## config.mk

```make
export PLATFORM = sky130hd
export DESIGN_NAME = keycode_event
export DESIGN_NICKNAME = d
export VERILOG_FILES = /design/src/rtl/keycode_event.sv
export SDC_FILE = /design/constraint.sdc
export NUM_CORES = 1
export LEC_CHECK = 0
export CORE_MARGIN = 4
export CORE_UTILIZATION = 40
export DETAILED_ROUTE_END_ITERATION = 7
export DONT_BUFFER_PORTS = 1
export PLACE_DENSITY_LB_ADDON = 0.12
export SLEW_MARGIN = 20
export SYNTH_ARGS = -nofsm -noshare
export SYNTH_HDL_FRONTEND = slang
export SYNTH_SLANG_ARGS = --single-unit
```

## constraint.sdc

```tcl
create_clock -name clk -period 5.1 [get_ports clk]
set_input_delay 0.51 -clock clk [delete_from_list [all_inputs] [get_ports clk]]
set_output_delay 0.51 -clock clk [all_outputs]
set_load 0.01 [all_outputs]
```

## src/rtl/keycode_event.sv

```systemverilog
// Keyboard front end: glitch-filters the SoC keycode, turns direction keys into
// auto-repeating movement steps behind a valid/ready handshake, and pulses on Enter/Backspace.
module keycode_event #(
  parameter int STABLE_CYCLES = 50000,
  parameter int REPEAT_DELAY  = 15000000,
  parameter int REPEAT_PERIOD = 5000000
) (
  input  logic       clk,
  input  logic       reset,
  input  logic [7:0] keycode,
  output logic       step_valid,
  output logic [1:0] step_dir,
  input  logic       step_ready,
  output logic       confirm_pulse,
  output logic       cancel_pulse,
  output logic       dir_held,
  output logic [1:0] fsm_state
);

  // Handshake: step_valid rises with step_dir and both hold until a cycle with
  // step_valid && step_ready; the step is consumed on that cycle's closing edge.

  localparam logic [23:0] STABLE_C    = 24'(STABLE_CYCLES);
  localparam logic [23:0] DELAY_LAST  = 24'(REPEAT_DELAY - 1);
  localparam logic [23:0] PERIOD_LAST = 24'(REPEAT_PERIOD - 1);

  localparam logic [7:0] KEY_UP     = 8'h1A;
  localparam logic [7:0] KEY_DOWN   = 8'h16;
  localparam logic [7:0] KEY_LEFT   = 8'h04;
  localparam logic [7:0] KEY_RIGHT  = 8'h07;
  localparam logic [7:0] KEY_ENTER  = 8'h28;
  localparam logic [7:0] KEY_BKSP   = 8'h2A;

  typedef enum logic [1:0] {
    IDLE   = 2'd0,
    DELAY  = 2'd1,
    REPEAT = 2'd2
  } state_e;

  state_e      state_q, state_d;
  logic [7:0]  k_map;
  logic [7:0]  k_reg_q;
  logic [7:0]  cur_key_q, cur_key_d;
  logic [7:0]  prev_key_q;
  logic [23:0] stab_cnt_q, stab_cnt_d;
  logic [23:0] rpt_cnt_q, rpt_cnt_d;
  logic        step_valid_q, step_valid_d;
  logic [1:0]  step_dir_q, step_dir_d;
  logic        confirm_q, confirm_d;
  logic        cancel_q, cancel_d;
  logic        key_chg;
  logic        cur_is_dir;
  logic        fresh_req;
  logic        rpt_req;
  logic        accept;

  function automatic logic is_dir(input logic [7:0] k);
    return (k == KEY_UP) || (k == KEY_DOWN) || (k == KEY_LEFT) || (k == KEY_RIGHT);
  endfunction

  function automatic logic [1:0] dir_of(input logic [7:0] k);
    logic [1:0] d;
    case (k)
      KEY_DOWN:  d = 2'd1;
      KEY_LEFT:  d = 2'd2;
      KEY_RIGHT: d = 2'd3;
      default:   d = 2'd0;
    endcase
    return d;
  endfunction

  always_comb begin
    case (keycode)
      KEY_UP, KEY_DOWN, KEY_LEFT, KEY_RIGHT, KEY_ENTER, KEY_BKSP: k_map = keycode;
      default: k_map = 8'h00;
    endcase
  end

  // Glitch filter: cur_key follows k_reg only once k_reg has held for STABLE_CYCLES.
  always_comb begin
    stab_cnt_d = stab_cnt_q;
    cur_key_d  = cur_key_q;
    if (k_map != k_reg_q) begin
      stab_cnt_d = 24'd0;
    end else if (stab_cnt_q < STABLE_C) begin
      stab_cnt_d = stab_cnt_q + 24'd1;
    end
    if (stab_cnt_q == STABLE_C) begin
      cur_key_d = k_reg_q;
    end
  end

  assign key_chg    = (cur_key_q != prev_key_q);
  assign cur_is_dir = is_dir(cur_key_q);

  always_comb begin
    state_d   = state_q;
    rpt_cnt_d = rpt_cnt_q;
    fresh_req = 1'b0;
    rpt_req   = 1'b0;
    case (state_q)
      IDLE: begin
        rpt_cnt_d = 24'd0;
        if (key_chg && cur_is_dir) begin
          fresh_req = 1'b1;
          state_d   = DELAY;
        end
      end
      DELAY, REPEAT: begin
        if (key_chg) begin
          rpt_cnt_d = 24'd0;
          if (cur_is_dir) begin
            fresh_req = 1'b1;
            state_d   = DELAY;
          end else begin
            state_d = IDLE;
          end
        end else if ((state_q == DELAY) ? (rpt_cnt_q >= DELAY_LAST)
                                        : (rpt_cnt_q >= PERIOD_LAST)) begin
          rpt_req   = 1'b1;
          rpt_cnt_d = 24'd0;
          state_d   = REPEAT;
        end else if (rpt_cnt_q != 24'hFFFFFF) begin
          rpt_cnt_d = rpt_cnt_q + 24'd1;
        end
      end
      default: begin
        state_d   = IDLE;
        rpt_cnt_d = 24'd0;
      end
    endcase
  end

  // Single-entry step slot: fresh presses overwrite, repeats only fill a free slot.
  assign accept = step_valid_q && step_ready;

  always_comb begin
    step_valid_d = step_valid_q;
    step_dir_d   = step_dir_q;
    if (fresh_req) begin
      step_valid_d = 1'b1;
      step_dir_d   = dir_of(cur_key_q);
    end else if (rpt_req && (!step_valid_q || accept)) begin
      step_valid_d = 1'b1;
      step_dir_d   = dir_of(cur_key_q);
    end else if (accept) begin
      step_valid_d = 1'b0;
    end
    confirm_d = key_chg && (cur_key_q == KEY_ENTER);
    cancel_d  = key_chg && (cur_key_q == KEY_BKSP);
  end

  always_ff @(posedge clk or posedge reset) begin
    if (reset) begin
      k_reg_q      <= 8'h00;
      cur_key_q    <= 8'h00;
      prev_key_q   <= 8'h00;
      stab_cnt_q   <= 24'd0;
      rpt_cnt_q    <= 24'd0;
      state_q      <= IDLE;
      step_valid_q <= 1'b0;
      step_dir_q   <= 2'd0;
      confirm_q    <= 1'b0;
      cancel_q     <= 1'b0;
    end else begin
      k_reg_q      <= k_map;
      cur_key_q    <= cur_key_d;
      prev_key_q   <= cur_key_q;
      stab_cnt_q   <= stab_cnt_d;
      rpt_cnt_q    <= rpt_cnt_d;
      state_q      <= state_d;
      step_valid_q <= step_valid_d;
      step_dir_q   <= step_dir_d;
      confirm_q    <= confirm_d;
      cancel_q     <= cancel_d;
    end
  end

  assign step_valid    = step_valid_q;
  assign step_dir      = step_dir_q;
  assign confirm_pulse = confirm_q;
  assign cancel_pulse  = cancel_q;
  assign dir_held      = (state_q != IDLE);
  assign fsm_state     = state_q;

endmodule

```

==> flow_metrics.py, run 1 <==
metrics = {
    "run_status": {
        "outcome": "finished clean",
    },
    "sta": {
        "whs_ns": 0.196,
        "worstMarginPinSlew_ns": 0.916,
        "drv_slew": 0,
        "rsz0062_at_grt": "no",
        "fin_skew_ns": 0.0138,
        "slew_headroom_pct": 38.7,
        "hold_violations": 0,
        "fin_crit_ns": 2.84,
        "tns_ns": 0,
        "setup_viol": 0,
        "period_share_pct": 55.8,
        "fmax_ghz": 0.351,
    },
    "cts": {
        "clk_pin_slew_ns": 0.09,
        "cts_setup_buffers": 0,
        "cts_hold_buf": 0,
        "cts-root-buf": "clkbuf_8",
        "ctsResizeCount": 0,
        "cts_num_sinks": 79,
        "cts_buffers": 9,
        "clkLatencyLatePin_ns": 0.35,
        "cts_tree": "done",
        "h-tree-depth": 3,
        "clock_path_buffers": 2,
    },
    "synthesis": {
        "synth.distinct_cells": 56,
        "synth-seq-cells": 79,
        "synth_edf_count": 0,
        "yosys_warnings": 0,
        "synthTopCellsByCount": "dfrtp_1, nor2_1, nor3_1",
        "yosysSeqAreaShare_pct": 48.3,
        "yosys.area.top_type": "dfrtp_1",
        "synthCells": 403,
        "synth_area_per_cell_um2": 10.2,
        "synth_area_leaders": "dfrtp_1, xnor2_1, nor3_1",
        "syn-cell-area_um2": 4100,
        "synthArstFlopShare_pct": 100,
        "yosys.cell_count.top_type": "dfrtp_1",
        "synth_flop_cell": "dfrtp_1",
        "yosys.area.top_type_share_pct": 48.3,
    },
    "global_route": {
        "grt_max_degree": 80,
        "grt_pass1_vias": 2884,
        "grt-ovfl-total": 0,
        "grt_pass1_wl_um": 13900,
        "grt_usage_pct": 14.4,
        "antenna_found_initial": 0,
    },
    "setup_path": {
        "cp_max_fo": 24,
        "critPathLaunchType": "register",
        "worstSetupEndpointType": "register",
        "reg2reg_depth": 7,
        "crit_type": "register to register",
        "crit_top_cell": "a211oi_1",
        "cp.depth": 7,
        "cp_slowest_cell": "nand3_1",
        "cpPeakStageDelay_ns": 0.72,
        "worst_ep_arrival_time_ns": 3.08,
        "crit_family": "compound AO/OA/AOI/OAI gates",
        "crit_chain": "ha_1 -> and4_1 -> a21oi_1 -> a211oi_1 -> o32ai_2 -> nand3_1 -> a211oi_1",
        "required_ns": 5.34,
        "critical_path.n_buffers_inverters": 0,
    },
    "pwr": {
        "p_leak_nw": 1.79,
        "intPower_mw": 1.01,
        "power_frac_seq_pct": 49.5,
        "p_sw_share_pct": 20.4,
        "combPwrFrac_pct": 2.6,
        "ir_drop_v": 0.000164,
        "clkPwrFrac_pct": 47.9,
        "p_switching_mw": 0.260,
        "power-per-cell-area_nw_per_um2": 283,
    },
    "finish": {
        "fin_util_pct": 45.5,
        "nets": 418,
        "drive_gt1_share_pct": 9.85,
        "layout.cells.non_filler": 539,
        "n_antenna_cell": 0,
        "syn_to_final_growth_pct": 9.59,
    },
    "floorplan": {
        "start_util_pct": 41.5,
        "die_w_um": 109,
        "io_pins": 19,
        "core_area_um2": 9860,
        "die-height_um": 109,
        "dieArea_um2": 11900,
        "rows": 36,
    },
    "worst_hold_path": {
        "hp-class": "input pin to async pin",
    },
    "detailed_routing": {
        "antenna_left": 0,
        "via_per_inst": 5.40,
        "drt-total-wl_um": 7740,
        "route.detailed.drc": 0,
        "drt_iter0_markers": 139,
        "dr_total_vias": 2910,
        "dr.pass1.iters": 4,
        "drt-wirelength-per-cell_um": 14.4,
    },
    "place": {
        "port_buffers": 0,
        "place_inst": 523,
        "gp_congestion": 0.820,
        "dp_hpwl_um": 5260,
    },
    "flow_run": {
        "maxCapViolCount": 0,
    },
}
-- worst register-to-register path: cells and delay by family (launching register included) --
kind / cells / cell delay [ns]
AND/OR/NAND/NOR: 2 / 0.90
flip-flops: 1 / 0.42
AO/OA/AOI/OAI: 4 / 1.17
adder cells (fa/ha/maj): 1 / 0.25
-- registers in the layout (all words and copies together) (netlist names) --
register / flops
rpt_cnt_q: 24
stab_cnt_q: 24
cur_key_q: 8
k_reg_q: 8
prev_key_q: 8
fsm_state: 2
step_dir: 2
cancel_pulse: 1
confirm_pulse: 1
step_valid: 1
-- metal layers --
metal | global-route usage [%] | up-vias | wire length, µm
met5 | 0 | - | 0
met4 | 2.67 | 0 | 68
met3 | 3.85 | 7 | 234
met2 | 23.5 | 31 | 3600
met1 | 19.5 | 1427 | 3830
li1 | - | 1445 | -
-- per-stage QoR --
step	power [mW]	cell area, µm²	setup WS (ns)
floorplan	0.669	4100	2.57
global placement	0.675	4200	2.30
detailed placement	0.676	4200	2.25
CTS	1.29	4470	2.18
global route	1.33	4490	1.92
finish	1.27	4490	2.26
-- path summary, 6_finish.rpt --
path / slack (ns) / to / startpoint
worst max register to register: 2.26 / rpt_cnt_q[22] / rpt_cnt_q[0]
worst max-delay path: 2.26 / rpt_cnt_q[22] / rpt_cnt_q[0]
min in group clk: 0.26 / k_reg_q[4] / keycode[0]
worst min-delay path: 0.20 / stab_cnt_q[7] / reset
worst min register to register: 0.49 / prev_key_q[7] / cur_key_q[7]
max in group asynchronous: 4.39 / k_reg_q[2] / reset
-- final cells by class --
type / instances / area (µm²)
Inverter: 13 / 50.0
Multi-Input combinational cell: 297 / 2010
Fill cell: 927 / 5380
Clock buffer: 9 / 124
Sequential cell: 79 / 1980
Tap cell: 133 / 166
Clock inverter: 7 / 145
Timing Repair Buffer: 1 / 11.3
-- power groups by stage --
stage                     registers (mW)  logic [mW]  clock network, mW
after detailed placement           0.642      0.0341                  0
after global placement             0.642      0.0333                  0
final                              0.630      0.0334              0.609
after floorplan                    0.642      0.0272                  0
after CTS                          0.630      0.0340              0.630
after global routing               0.630      0.0389              0.657
-- cell families (layout without fill, tap and decap cells) --
kind of cell | Yosys count | after routing | synth area share (%)
compound gates | 42 | 42 | 8.07
xor+xnor | 44 | 44 | 9.41
fa+ha+maj | 6 | 6 | 1.83
buf+inv | 28 | 30 | 2.90
flops | 79 | 79 | 48.3
mux | 12 | 12 | 3.21
other cells | 1 | 2 | 0.0916
simple gates | 191 | 191 | 26.2
-- placed cells by master, fill, tap and decap left out, types with 12 or more instances in the layout --
master / n
nand2_1: 18
xor2_1: 14
nand4_1: 18
xnor2_1: 30
dfrtp_1: 79
inv_1: 12
nor3b_1: 13
nand3_1: 19
nor2_1: 35
nor3_1: 35
Note: power is estimated with default switching activity, not from simulation.
==> inputs of run 2 (changes only) <==
Clock period 5.1 ns to 2.7 ns, I/O delays scaled along.
==> flow_metrics.py, run 2 (synthesis results as in run 1) <==
metrics = {
    "detailed_routing": {
        "antenna_left": 0,
        "drt_iter0_markers": 178,
        "dr_total_vias": 2946,
        "drt-wirelength-per-cell_um": 13.9,
        "route.detailed.drc": 0,
        "dr.pass1.iters": 4,
        "drt-total-wl_um": 7600,
        "via_per_inst": 5.39,
    },
    "cts": {
        "cts_buffers": 9,
        "clock_path_buffers": 2,
        "cts_tree": "done",
        "cts_hold_buf": 2,
        "cts_num_sinks": 79,
        "cts-root-buf": "clkbuf_8",
        "clkLatencyLatePin_ns": 0.35,
        "h-tree-depth": 3,
        "clk_pin_slew_ns": 0.09,
        "ctsResizeCount": 0,
        "cts_setup_buffers": 0,
    },
    "finish": {
        "nets": 426,
        "fillCellCount": 948,
        "drive_gt1_share_pct": 11.1,
        "final_common_cell": "dfrtp_1",
        "reg_top3": "rpt_cnt_q: 24 flops, stab_cnt_q: 24 flops",
        "fin_util_pct": 45.6,
        "layout.cells.non_filler": 547,
        "postLayoutCellArea_um2": 4500,
        "n_antenna_cell": 0,
        "layout_common_cells": "dfrtp_1, nor2_1, nor3_1, xnor2_1, nand3_1",
        "syn_to_final_growth_pct": 9.90,
    },
    "pwr": {
        "power-per-cell-area_nw_per_um2": 500,
        "p_leak_nw": 1.81,
        "p_total_mw": 2.25,
        "ir_drop_v": 0.000322,
    },
    "sta": {
        "period_share_pct": 83.7,
        "worstMarginPinSlew_ns": 0.853,
        "tns_ns": 0,
        "slew_headroom_pct": 43.2,
        "rsz0062_at_grt": "no",
        "whs_ns": 0.0627,
        "setup_ws_ns": 0.441,
        "drv_slew": 0,
        "setup_viol": 0,
        "fin_crit_ns": 2.26,
        "fmax_ghz": 0.443,
        "fin_skew_ns": 0.0124,
        "hold_violations": 0,
    },
    "floorplan": {
        "io_pins": 19,
        "die-height_um": 109,
        "rows": 36,
        "die_w_um": 109,
        "core_area_um2": 9860,
        "dieArea_um2": 11900,
        "start_util_pct": 41.5,
    },
    "flow_run": {
        "maxCapViolCount": 0,
    },
    "worst_hold_path": {
        "hp-class": "input pin to register",
    },
    "global_route": {
        "antenna_found_initial": 0,
        "grt_usage_pct": 14.2,
        "grt-ovfl-total": 0,
        "grt_pass1_wl_um": 13500,
        "grt_max_degree": 43,
        "grt_pass1_vias": 2878,
    },
    "setup_path": {
        "worst_ep_arrival_time_ns": 2.51,
        "worstSetupEndpointType": "register",
        "rrSetupSlack_ns": 0.44,
        "critPathLaunchType": "register",
        "crit_type": "register to register",
        "required_ns": 2.96,
        "cp_max_fo": 24,
    },
    "place": {
        "dpl_cell_area_um2": 4250,
        "port_buffers": 0,
        "post-place-ws_ns": 0.482,
        "gp_congestion": 0.775,
        "place_inst": 529,
        "dp_hpwl_um": 5380,
    },
    "run_status": {
        "outcome": "finished clean",
    },
}
-- run 2: cell types whose count changed in the layout (fill, tap and decap cells not counted), moves of 2 or more --
| cell | previous run | this run |
|---|---|---|
| dlygate4sd3_1 | 0 | 2 |
| clkinv_4 | 2 | 0 |
| bufinv_16 | 4 | 2 |
| buf_4 | 0 | 7 |
| clkbuf_8 | 9 | 11 |
-- run 2: path summary, 6_finish.rpt --
| kind | start | end | depth (start not counted) |
|---|---|---|---|
| max | rpt_cnt_q[0] | rpt_cnt_q[22] | 8 |
| min | step_ready | step_valid | 1 |
| max reg2reg | rpt_cnt_q[0] | rpt_cnt_q[22] | 8 |
| min reg2reg | cur_key_q[7] | prev_key_q[7] | 0 |
| max in group asynchronous | reset | fsm_state[0] | 3 |
| min in group asynchronous | reset | rpt_cnt_q[16] | 2 |
-- run 2: layout make-up --
type	count	area, µm²	share of cell area [%]
clock buffer	11	151	3.36
sequential	79	1980	43.9
clock inverter	5	80.1	1.78
timing repair buffer	9	72.6	1.61
multi-input combinational	297	2000	44.5
inverter	13	50.0	1.11
tap	133	166	3.70
-- run 2: layer usage --
layer	global-route usage [%]	wire length (µm)
met5	0	0
met3	4.62	297
met1	19.4	3820
met2	22.0	3410
met4	3.47	75
-- run 2: where the power goes --
group / internal [mW] / switching [mW] / leakage, nW
Combinational: 0.0187 / 0.0473 / 0.607
Sequential: 1.19 / 0.00346 / 1.09
Clock: 0.569 / 0.428 / 0.112
-- run 2: critical path, cell delays in order (launching register included) --
cell,delay (ns)
dfrtp_1,0.42
ha_1,0.25
and4_1,0.17
a21oi_1,0.21
a211oi_1,0.12
o32ai_2,0.41
nand3_1,0.12
buf_4,0.23
a211oi_1,0.20
==> inputs of run 3 (changes only) <==
Clock period 2.7 ns to 2.2 ns, I/O delays scaled along.
==> flow_metrics.py, run 3 (synthesis results as in run 1) <==
metrics = {
    "run_status": {
        "outcome": "finished clean",
    },
    "detailed_routing": {
        "drt-wirelength-per-cell_um": 14.5,
        "drt-total-wl_um": 8150,
        "dr_total_vias": 3012,
        "dr.pass1.iters": 4,
        "antenna_left": 0,
        "via_per_inst": 5.34,
        "route.detailed.drc": 0,
        "drt_iter0_markers": 141,
    },
    "pwr": {
        "power-per-cell-area_nw_per_um2": 545,
        "intPower_mw": 1.92,
        "power_frac_seq_pct": 58.0,
        "clkPwrFrac_pct": 38.5,
        "p_sw_share_pct": 23.8,
        "ir_drop_v": 0.000347,
        "combPwrFrac_pct": 3.5,
        "p_leak_nw": 1.88,
        "p_switching_mw": 0.600,
    },
    "place": {
        "place_inst": 545,
        "dpl_cell_area_um2": 4400,
        "dp_hpwl_um": 5560,
        "gp_congestion": 0.815,
        "port_buffers": 0,
    },
    "setup_path": {
        "crit_type": "register to register",
        "required_ns": 2.47,
        "crit_chain": "nor4b_4 -> nand4b_1 -> and2_1 -> or4_1 -> o31ai_1 -> buf_4 -> mux2i_1",
        "crit_family": "simple AND/OR/NAND/NOR gates",
        "cp_max_fo": 6,
        "worstSetupEndpointType": "register",
        "worst_ep_arrival_time_ns": 2.35,
        "critPathLaunchType": "register",
        "cp_slowest_cell": "or4_1",
        "critical_path.n_buffers_inverters": 1,
        "cpPeakStageDelay_ns": 0.51,
    },
    "floorplan": {
        "core_area_um2": 9860,
        "die_w_um": 109,
        "io_pins": 19,
        "die-height_um": 109,
        "start_util_pct": 41.5,
        "rows": 36,
        "dieArea_um2": 11900,
    },
    "finish": {
        "layout_common_cells": "dfrtp_1, nor2_1, nor3_1, xnor2_1, buf_4",
        "postLayoutCellArea_um2": 4620,
        "final_common_cell": "dfrtp_1",
        "fin_util_pct": 46.8,
        "drive_gt1_share_pct": 14.8,
        "layout.cells.non_filler": 564,
        "nets": 443,
        "reg_top3": "rpt_cnt_q: 24 flops, stab_cnt_q: 24 flops",
        "syn_to_final_growth_pct": 12.8,
        "n_antenna_cell": 0,
    },
    "global_route": {
        "grt_pass1_vias": 3039,
        "grt_pass1_wl_um": 14400,
        "antenna_found_initial": 0,
        "grt_max_degree": 80,
        "grt-ovfl-total": 0,
        "grt_usage_pct": 15.1,
    },
    "sta": {
        "fin_skew_ns": 0.0145,
        "whs_ns": 0.0367,
        "setup_viol": 0,
        "tns_ns": 0,
        "fin_crit_ns": 2.08,
        "drv_slew": 0,
        "fmax_ghz": 0.481,
        "hold_violations": 0,
        "period_share_pct": 94.6,
    },
    "cts": {
        "cts_num_sinks": 79,
        "cts-root-buf": "clkbuf_8",
        "clock_path_buffers": 2,
        "clkLatencyLatePin_ns": 0.35,
        "cts_tree": "done",
        "h-tree-depth": 3,
        "cts_buffers": 9,
        "clk_pin_slew_ns": 0.08,
    },
    "worst_hold_path": {
        "hp-class": "input pin to register",
    },
    "flow_run": {
        "maxCapViolCount": 0,
    },
}
run 3: area by class of cell:
type	count	area, µm²
fill	930	5250
multi-input combinational	297	2020
sequential	79	1980
timing repair buffer	26	228
tap	133	166
clock buffer	10	138
inverter	13	52.6
clock inverter	6	36.3
run 3: worst paths after layout:
path,depth (start not counted),start,endpoint,slack (ns)
setup / recovery,7,cur_key_q[5],step_dir[1],0.12
setup reg to reg,7,cur_key_q[5],step_dir[1],0.12
min in group asynchronous,3,reset,stab_cnt_q[7],0.45
hold reg to reg,1,k_reg_q[6],cur_key_q[6],0.51
max in group asynchronous,3,reset,rpt_cnt_q[3],1.41
hold / removal,1,keycode[5],k_reg_q[5],0.04
run 3: power by group through the flow:
stage	combinational, mW	sequential [mW]	clock, mW
after floorplan	0.0635	1.49	0
after global placement	0.0860	1.49	0
after detailed placement	0.0866	1.49	0
after CTS	0.0917	1.46	1.02
after global routing	0.101	1.46	1.08
final	0.0880	1.46	0.971
run 3: metal layers:
layer / vias to the layer above / part of all wire [%] / GRT usage [%]
met1: 1465 / 48 / 19.5
met5: - / 0 / 0
met2: 41 / 47 / 25.0
met4: 0 / 1.1 / 3.92
li1: 1497 / - / -
met3: 9 / 3.3 / 4.09
run 3: per-stage QoR:
| step | worst slack, ns | power, mW |
|---|---|---|
| final | 0.120 | 2.52 |
| after detailed placement | 0.107 | 1.58 |
| after CTS | 0.0882 | 2.58 |
| after floorplan | 0.185 | 1.55 |
| after global placement | 0.130 | 1.57 |
| after global routing | -0.0220 | 2.64 |
run 3: timing repair:
item | 4_1_cts | 5_1_grt
hold buffers | 3 | 0
hold endpoints to repair | 82 | 0
setup endpoints to repair | 0 | 5
buffers inserted | 0 | 0
gates resized for setup | 0 | 3
